### src/rtl/onehot_decoder_hold.sv
// onehot_decoder_hold: accepts encoded indices over valid/ready, buffers up to
// two of them, and drives each as a one-hot code for HOLD consecutive cycles.
module onehot_decoder_hold #(
    parameter int unsigned IN_W  = 2,
    parameter int unsigned OUT_W = 1 << IN_W,
    parameter int unsigned HOLD  = 4   // legal range 1..255
) (
    input  logic             clk,
    input  logic             rst_n,
    input  logic             in_valid,
    input  logic [IN_W-1:0]  in_code,
    output logic             in_ready,
    input  logic             flush,
    output logic [OUT_W-1:0] out_onehot,
    output logic             out_active,
    output logic             busy
);

    localparam int unsigned DEPTH = 2;
    localparam int unsigned OCC_W = 2;
    localparam int unsigned CNT_W = 8;
    localparam logic [OCC_W-1:0] OCC_FULL = OCC_W'(DEPTH);
    localparam logic [CNT_W-1:0] CNT_LOAD = CNT_W'(HOLD - 1);

    typedef enum logic {
        IDLE  = 1'b0,
        DRIVE = 1'b1
    } state_t;

    state_t           state_q, state_d;
    logic [CNT_W-1:0] cnt_q, cnt_d;
    logic [OCC_W-1:0] occ_q, occ_d;
    logic             wr_ptr_q, wr_ptr_d;
    logic             rd_ptr_q, rd_ptr_d;
    logic [IN_W-1:0]  mem_q [DEPTH];
    logic [OUT_W-1:0] onehot_d;
    logic             active_d;
    logic             busy_d;
    logic             ready_d;
    logic             push_c;
    logic             pop_c;

    // Next-state, FIFO bookkeeping and next registered outputs.
    always_comb begin
        state_d  = state_q;
        cnt_d    = cnt_q;
        occ_d    = occ_q;
        wr_ptr_d = wr_ptr_q;
        rd_ptr_d = rd_ptr_q;
        onehot_d = out_onehot;
        pop_c    = 1'b0;
        // A flush on the same edge drops the push even if in_ready was high.
        push_c   = in_valid && in_ready && !flush;

        if (flush) begin
            state_d  = IDLE;
            cnt_d    = '0;
            occ_d    = '0;
            wr_ptr_d = 1'b0;
            rd_ptr_d = 1'b0;
            onehot_d = '0;
        end else begin
            case (state_q)
                IDLE: begin
                    if (occ_q != '0) begin
                        pop_c = 1'b1;
                    end
                end
                DRIVE: begin
                    if (cnt_q != '0) begin
                        cnt_d = cnt_q - CNT_W'(1);
                    end else if (occ_q != '0) begin
                        pop_c = 1'b1;
                    end else begin
                        state_d  = IDLE;
                        onehot_d = '0;
                    end
                end
                default: begin
                    state_d = IDLE;
                end
            endcase

            // Loading straight from the FIFO head keeps codes gap-free.
            if (pop_c) begin
                state_d  = DRIVE;
                cnt_d    = CNT_LOAD;
                onehot_d = OUT_W'(1) << mem_q[rd_ptr_q];
                rd_ptr_d = ~rd_ptr_q;
            end

            if (push_c) begin
                wr_ptr_d = ~wr_ptr_q;
            end

            case ({push_c, pop_c})
                2'b10:   occ_d = occ_q + OCC_W'(1);
                2'b01:   occ_d = occ_q - OCC_W'(1);
                default: occ_d = occ_q;
            endcase
        end

        active_d = |onehot_d;
        busy_d   = (occ_d != '0) || (state_d == DRIVE);
        ready_d  = (occ_d != OCC_FULL);
    end

    // State, counter, pointers and registered outputs.
    always_ff @(posedge clk or negedge rst_n) begin
        if (!rst_n) begin
            state_q    <= IDLE;
            cnt_q      <= '0;
            occ_q      <= '0;
            wr_ptr_q   <= 1'b0;
            rd_ptr_q   <= 1'b0;
            out_onehot <= '0;
            out_active <= 1'b0;
            busy       <= 1'b0;
            in_ready   <= 1'b1;
        end else begin
            state_q    <= state_d;
            cnt_q      <= cnt_d;
            occ_q      <= occ_d;
            wr_ptr_q   <= wr_ptr_d;
            rd_ptr_q   <= rd_ptr_d;
            out_onehot <= onehot_d;
            out_active <= active_d;
            busy       <= busy_d;
            in_ready   <= ready_d;
        end
    end

    // FIFO storage; written only on an accepted push.
    always_ff @(posedge clk or negedge rst_n) begin
        if (!rst_n) begin
            for (int i = 0; i < int'(DEPTH); i++) begin
                mem_q[i] <= '0;
            end
        end else if (push_c) begin
            mem_q[wr_ptr_q] <= in_code;
        end
    end

endmodule

### config.mk
export PLATFORM = sky130hd
export DESIGN_NAME = onehot_decoder_hold
export DESIGN_NICKNAME = d
export VERILOG_FILES = /design/src/rtl/onehot_decoder_hold.sv
export SDC_FILE = /design/constraint.sdc
export NUM_CORES = 1
export LEC_CHECK = 0
export BUFFER_PORTS_ARGS = -buffer_cell sky130_fd_sc_hd__buf_2
export CAP_MARGIN = 20
export CORE_UTILIZATION = 30
export CTS_BUF_LIST = sky130_fd_sc_hd__clkbuf_4
export CTS_CLUSTER_DIAMETER = 120
export DETAILED_ROUTE_END_ITERATION = 6
export PLACE_DENSITY = 0.55
export REMOVE_ABC_BUFFERS = 1
export SLEW_MARGIN = 40
export SYNTH_ARGS = -nofsm -noshare
export SYNTH_HDL_FRONTEND = slang
export SYNTH_SLANG_ARGS = --single-unit
### constraint.sdc
create_clock -name clk -period 4 [get_ports clk]
set_input_delay 0 -clock clk [delete_from_list [all_inputs] [get_ports clk]]
set_output_delay 0 -clock clk [all_outputs]
set_load 0.1 [all_outputs]
* Word-level counts from Yosys, hierarchy flattened
Index checks and enable logic that the tools add are counted.
Cells by class: add/subtract/negate cells 3, $lt $le $gt $ge 3, equal/unequal tests 3, shifts and indexed selects 1, multiplexer cells 29, bitwise logic cells 5, reductions and logical operators 14
Operator list (count):
- 8-bit 2-to-1 mux | 4
- 4-bit 2-to-1 mux | 5
- 1-bit 2-to-1 mux | 11
- 2-bit 2-to-1 mux | 5
- 2-bit nonzero test | 4
- 8-bit nonzero test | 1
- 8-bit by 1-bit subtractor with 8-bit output, second input constant | 1
- 3-bit nonzero test | 2
- 4-bit bitwise mux | 1
- 2-bit greater-or-equal comparator, second input constant | 2
- 1-bit NOT with 2-bit output | 2
- 2-bit case mux with 2 select lines | 1
- 4-bit OR reduction | 1
- 1-bit by 2-bit << shifter with 4-bit output, first input constant | 1
- 1-bit logical AND | 3
- 1-bit NOT | 3
- 2-bit by 1-bit adder with 2-bit output, second input constant | 1
- 2-bit demux with 1-bit select | 1
- 2-bit by 1-bit == test with 1-bit output, second input constant | 1
- 2-bit == test, second input constant | 1
- 2-bit by 1-bit < comparator with 1-bit output, second input constant | 1
- 2-bit != test, second input constant | 1
- 1-bit case mux with 2 select lines | 1
- 2-bit AND reduction | 1
- 3 further kinds | 3
Storage, ports and cells: bits in registers 24, input port bits 6, output and inout port bits 7, word-level logic and storage cells 69

* Logic depth before layout (Yosys ltp)
Gate-level depths: netlist (run 1).
depth after elaboration 10, mapped depth 10, depth with buffers taken out 10

* Least setup slack after synthesis (run 1)
Ideal clock, no wire load.
path type reg-to-reg, start point register cnt_q[0], end point register in_ready, setup time 0.089 ns, data arrival time 2.008 ns, data required time 3.911 ns, path slack 1.903 ns, stages on the path, launching flop included 10, path through dfrtp_1 inv_1 ha_1 nor3b_2 o211ai_4 inv_2 ha_1 or3_1 a21oi_1 o21ai_1
Between the ends: word-level cells in the longest chain between the ends 8, elaborated cells between the ends (all ways) 9
Ends and longest elaborated chain:
- start, declared | RTL line 31 | logic [CNT_W-1:0] cnt_q, cnt_d;
- start signal, assigned | RTL line 122 | cnt_q <= cnt_d;
- 8-bit nonzero test (*) | RTL line 70 | if (cnt_q != '0) begin
- 1-bit 2-to-1 mux (*) | RTL line 70
- 1-bit case mux with 2 select lines (*) | RTL line 63 | case (state_q)
- 1-bit 2-to-1 mux (*) | RTL line 55 | if (flush) begin
- 2-bit by 1-bit == test with 1-bit output / 2-bit == test (equally long branches) | RTL line 96 | case ({push_c, pop_c})
- 2-bit case mux with 2 select lines (*) | RTL line 96
- 2-bit 2-to-1 mux (*) | RTL line 55
- via occ_d[1] | RTL line 32 | logic [OCC_W-1:0] occ_q, occ_d;
- 2-bit != test (*) | RTL line 105 | ready_d = (occ_d != OCC_FULL);
- via ready_d | RTL line 39 | logic ready_d;
- end signal, assigned | RTL line 129 | in_ready <= ready_d;
- end, declared | RTL line 12 | output logic in_ready,
Mark *: on every way through the listed nets, which the timed path passes. The rest lies on a longest branch. The select of a mux whose other input is x is not followed. A chain may end at the register's enable or synchronous reset.

* Final worst setup path (run 1)
Ends and elaborated chain as after synthesis.

==> results.md, run 1 <==
* Mapped Cells at 129
* Vias per inst at 5.29
* Sinks on the clock net at 24
* Starting density of the core at 0.320
* Worst Skew at ~0.0021 ns
* Setup TNS at 0 ns
* Drt wl/cell at between 10 and 15 um
* Lkg Pwr at roughly 0.67 nW
* Async S/R FF share, synth at 1.00
* Fin cells at 194
* Total GRT Usage at 0.130
* Ys flop type: dfrtp_1
* Share of layout cells above drive strength 1 at 0.174
* Max-Cap Viols at 0
* WP buf/inv at 2
* Diodes inserted at 0
* CP max stage cell: dfrtp_1
* YS warnings at 0
* Dpl cells at 187
* Filler instances at between 400 and 500
* Period Utilization, post-route at 0.569
* WP data arrival at between 2 and 3 ns
* Residual DRC at 0
* Worst min-delay path class: in2reg
* Routability Congestion at roughly 0.95
* Total gr overflow at 0
* Fin. Hold Viols at 0
* Initial antenna violation count at 0
* Router iterations before antenna repair at 4
* Max-slew violation count at 0
* Peak supply drop at approximately 320 uV
* Critical Path Source Type: register
* Post-synth EDFFs at 0
* Max clock buf depth at 2
* Relative slew slack at 0.557
* Most common cell in the netlist: dfrtp_1
* Area Growth Syn to Fin at 14.2%
* Die Y at about 68 um
* Post-CTS setup repair buffer count at 0
* CTS buffer count at 3
* Post-DRT Antenna Nets at 0
* Critical path class: reg2reg
* Largest net degree at the start of global routing at 25
* First-pass GRT wire length at between 4000 and 5000 um
* Final Core Density at 0.365
* Tmin final at approximately 2.3 ns
* Flops & latches, synth at 24
* Ranking of synthesized cells by area: dfrtp_1 (44%), mux2_1 (4.3%), nand3_1 (3.8%)
* Required time worst endpoint at around 4.3 ns
* Syn Std Cell Area at approximately 1300 um2
* Row count at 23
* Vias in the first global route at about 950
* Worst-Margin Slew at about 0.66 ns
* Die W at 68.0 um
* Overall routed net length at between 2000 and 3000 um
* H-tree levels at 1
* CP max FO at 8
* Worst stage delay on the critical path at between 0.4 and 0.5 ns
* Hpwl dp at ~2000 um
* I/O pin count at 13
* CTS resizes at 0
* Worst path cell trace: inv_1, ha_1, nor3b_2, o211ai_4, inv_2, ha_1, or3_1, a21oi_1, o21ai_1
* Fmax at around 440 MHz
* Clock transition at path regs at roughly 0.14 ns
* Final #Nets at 154
* Core area at 4090 um2
* Clock Root Buffer: clkbuf_4
* Initial detailed-routing violation count at 61
* Die area at approximately 4600 um2
* Final setup viols at 0
* Synth unique cells at 41
* Yosys top cell area share at 0.440
* Unrepaired setup endpoints after global routing: no
* Outcome: complete, no violations
* Post-synthesis sequential area ratio at 0.460
* Mean post-synth cell area at 10.1 um2
* Worst Setup End Kind: register
* Synth cell count leaders: dfrtp_1 (23), nor2_1 (13), nand3_1 (10)
* Critical path's top delay family: simple AND/OR/NAND/NOR gates
* IO buf count at 12
* Synth area leader: dfrtp_1
* DR vias at 1026
* Clock Latency Late Sink at 0.32 ns
* PD cells at between 800 and 900 nW/um2
* CTS tree: yes
* Most frequent CP cell: ha_1
## worst min-delay path: stages
cell	delay [ns]
buf_2	0.11
nand2_1	0.07
xor2_1	0.06
nor2_1	0.08
## final timing paths
path                               start  endpoint  slack [ns]  cells past startpoint
worst min-delay path            in_valid  wr_ptr_q        0.03                      4
worst max register to register  cnt_q[0]  in_ready        1.72                      9
max in group asynchronous          rst_n  in_ready        3.46                      2
min in group asynchronous          rst_n  cnt_q[5]        0.16                      2
worst max-delay path            cnt_q[0]  in_ready        1.72                      9
worst min register to register  cnt_q[0]  cnt_q[0]        0.53                      1
## report_power, final
group,internal (mW),switching (mW)
Combinational,0.236,0.471
Clock,0.101,0.0780
Sequential,0.332,0.0961
## cells in the final DEF, fill, tap and decap left out, types with 2 or more instances in the layout
| master | synthesis | layout |
|---|---|---|
| o2111ai_1 | 2 | 2 |
| nand2_1 | 6 | 6 |
| mux2_1 | 5 | 5 |
| dfrtp_1 | 23 | 23 |
| o21ai_1 | 4 | 4 |
| buf_2 | 1 | 12 |
| nand3_1 | 10 | 10 |
| xor2_1 | 2 | 2 |
| mux2i_1 | 4 | 4 |
| a21oi_1 | 8 | 8 |
| dlygate4sd3_1 | 0 | 3 |
| or3_1 | 7 | 7 |
| inv_2 | 3 | 3 |
| or3b_1 | 2 | 2 |
| clkbuf_4 | 0 | 3 |
| inv_1 | 3 | 3 |
| nor2_1 | 13 | 13 |
| o31ai_1 | 2 | 2 |
| ha_1 | 3 | 3 |
| xnor2_1 | 2 | 2 |
| nor3_1 | 3 | 3 |
| a211oi_1 | 3 | 3 |
| o21ai_0 | 2 | 2 |
## per-stage QoR
stage	total power [mW]	hold slack (ns)	worst slack, ns	instance area [um2]
after global routing	1.41	0.0367	1.50	1490
final	1.31	0.0273	1.72	1490
after floorplan	0.999	-0.296	1.91	1290
after detailed placement	1.14	0.0147	1.72	1410
after CTS	1.32	0.0214	1.71	1490
after global placement	1.14	0.00793	1.78	1410
## sequential cells by signal, indices dropped and copies added, names as in the netlist
signal      flops
cnt_q           8
mem_q           4
out_onehot      4
occ_q           2
busy            1
in_ready        1
out_active      1
rd_ptr_q        1
state_q         1
wr_ptr_q        1
## timing repair
item,4_1_cts,5_1_grt
endpoints found under the hold margin,28,0
hold buffers,3,0
setup endpoints to repair,0,0
## final cells by class
| type | instances | area [um2] | share of cell area |
|---|---|---|---|
| multi-input cells | 95 | 663 | 0.444 |
| flip-flops and latches | 24 | 602 | 0.403 |
| repair buffers | 15 | 90.1 | 0.0604 |
| well taps | 50 | 62.6 | 0.0419 |
| clock inverters | 1 | 30.0 | 0.0201 |
| clock buffers | 3 | 22.5 | 0.0151 |
| inverters | 6 | 22.5 | 0.0151 |
## layer usage
metal / routed length [um] / global-route usage / share of wire / up-vias
met5: 0 / 0 / 0 / -
li1: - / - / - / 506
met2: 1250 / 0.206 / 0.47 / 22
met4: 19 / 0.0234 / 0.0072 / 0
met1: 1270 / 0.174 / 0.48 / 496
met3: 113 / 0.0400 / 0.043 / 2
## kinds of logic (layout without fill, tap and decap cells)
kind of cell / Yosys count / count (layout) / share of synthesized area
AOI/OAI and AO/OA: 29 / 29 / 0.174
xor gates and xnor gates: 4 / 4 / 0.0268
adders and majority gates: 3 / 3 / 0.0287
buffers and inverters: 10 / 25 / 0.0325
DFF: 24 / 24 / 0.460
muxes: 9 / 9 / 0.0737
and+or+nand+nor: 50 / 50 / 0.204
Note: power is estimated with default switching activity, not from simulation.
==> run 2: changes to the inputs <==
Settings changed: ABC_AREA set to 1.
Clock period 4 ns to 2.1 ns, I/O delays scaled along.
==> results.md, run 2 <==
* Outcome: complete, no violations
* Max clock buf depth at 2
* Router iterations before antenna repair at 4
* Mapped Cells at 159
* Total GRT Usage at 0.131
* Clock transition at path regs at ~0.15 ns
* Most common cell in the netlist: nand2_1
* Synth unique cells at 22
* Worst min-delay path class: in2async
* Vias in the first global route at a little under 1000
* DR vias at roughly 1000
* CP max FO at 3
* Required time worst endpoint at 2.36 ns
* Tmin final at around 1.9 ns
* IO buf count at 12
* Top sig layer: met4
* Commonest non-fill, non-tap cell in the layout: nand2_1
* Ys flop type: dfrtp_1
* Critical path class: reg2reg
* Final Core Density at 0.377
* Largest net degree at the start of global routing at 25
* Top flop regs: cnt_q: 8 flops, mem_q: 4 flops, out_onehot: 4 flops
* Hpwl dp at ~1800 um
* Fmax at around 520 MHz
* Post-DRT Antenna Nets at 0
* Worst Setup End Kind: register
* Sinks on the clock net at 24
* CTS tree: yes
* Number of flip-flops in the largest register at 8
* Initial antenna violation count at 0
* Wire length on met1 at between 1000 and 1500 um
* Overall routed net length at between 2000 and 3000 um
* H-tree levels at 1
* Final setup viols at 0
* WL met3 at between 60 and 70 um
* Diodes inserted at 0
* Fin. Hold Viols at 0
* WP data arrival at ~2.2 ns
* Row count at 23
* Core area at 4090 um2
* Die Y at ~68 um
* CTS buffer count at 3
* Critical Path Source Type: register
* Synth cell count leaders: nand2_1 (35), inv_1 (24), dfrtp_1 (23)
* Share of layout cells above drive strength 1 at 0.202
* Clock Latency Late Sink at between 0.3 and 0.4 ns
* Syn Std Cell Area at 1310 um2
* Max-Cap Viols at 0
* Area Growth Syn to Fin at 17.7%
* Worst Skew at 0.0106 ns
* Async S/R FF share, synth at 1.00
* Final #Nets at between 150 and 200
* First-pass GRT wire length at ~4400 um
* Clock Root Buffer: clkbuf_4
* Flops & latches, synth at 24
* Yosys top cell area share at 0.440
* Max-slew violation count at 0
* Ranking of synthesized cells by area: dfrtp_1 (44%), nand2_1 (10%), inv_1 (6.9%)
* Commonest cells after routing, fill and taps aside: nand2_1 (34), inv_1 (24), dfrtp_1 (23)
* Relative slew slack at 0.633
* Mean post-synth cell area at between 8 and 9 um2
* Post-synth EDFFs at 0
* Vias per inst at between 4 and 5
* Worst-Margin Slew at approximately 0.55 ns
* Die W at just under 70 um
* Total gr overflow at 0
* Die area at 4630 um2
* Initial detailed-routing violation count at 42
* Starting density of the core at 0.320
* Post-synthesis sequential area ratio at 0.460
* Period Utilization, post-route at 0.916
* Routability Congestion at roughly 0.73
* Residual DRC at 0
* I/O pin count at 13
* YS warnings at 0
* Drt wl/cell at 10.8 um
* Routed wl met2 at between 1000 and 1500 um
* Biggest register: cnt_q
* Synth area leader: dfrtp_1
## run 2: repair_timing
item                                   4_1_cts  5_1_grt
gates resized for setup                      0        1
endpoints found under the hold margin       32        0
setup endpoints to repair                    0        1
buffers inserted                             0        0
hold buffers                                 5        0
## run 2: critical path: stages (launching register included)
cell	delay (ns)
dfrtp_1	0.40
inv_1	0.09
ha_1	0.16
nand2_2	0.09
o21ai_4	0.19
nand2_4	0.06
clkinv_2	0.07
ha_1	0.23
inv_1	0.07
nand2_1	0.05
nor2_1	0.11
o21ai_0	0.09
a21oi_1	0.16
nand2_1	0.08
## run 2: cell families (layout without fill, tap and decap cells)
logic type,Yosys count,in the layout,synth area share
buffers and inverters,27,51,0.0784
AND/OR/NAND/NOR,82,82,0.316
XOR/XNOR,7,7,0.0468
AO/OA/AOI/OAI,16,16,0.0698
adder cells (fa/ha/maj),3,3,0.0287
flip-flops,24,24,0.460
## run 2: layout make-up
| cell class | instances | area [um2] |
|---|---|---|
| clock buffer | 4 | 30.0 |
| fill | 443 | 2550 |
| multi-input combinational | 108 | 607 |
| timing repair buffer | 21 | 140 |
| sequential | 24 | 602 |
| tap | 50 | 62.6 |
| inverter | 26 | 98.8 |
## run 2: stage by stage
step	setup slack [ns]	TNS [ns]	instances	hold WS [ns]	instance area, um2
global route	-0.0112	-0.0112	233	0.219	1540
global placement	0.213	0	224	0.0293	1460
finish	0.176	0	233	0.170	1540
detailed placement	0.181	0	224	0.0277	1460
CTS	0.144	0	233	0.195	1540
floorplan	0.122	0	158	-0.296	1310
## run 2: final timing paths
kind | start | to | slack, ns | cells after the start
worst max-delay path | cnt_q[1] | in_ready | 0.18 | 13
worst min-delay path | rst_n | cnt_q[4] | 0.17 | 2
worst max register to register | cnt_q[1] | in_ready | 0.18 | 13
worst min register to register | mem_q[3] | mem_q[3] | 0.50 | 2
max in group asynchronous | rst_n | in_ready | 1.54 | 2
min in group clk | flush | rd_ptr_q | 0.39 | 3
## run 2: routing by layer
layer / GRT usage / vias up
li1: - / 548
met1: 0.171 / 471
met2: 0.206 / 13
met3: 0.0400 / 2
met4: 0.0391 / 0
met5: 0 / -
Power of run 2 is not shown: default switching activity piles up to over one toggle a cycle in this logic, so the estimate is an artifact.
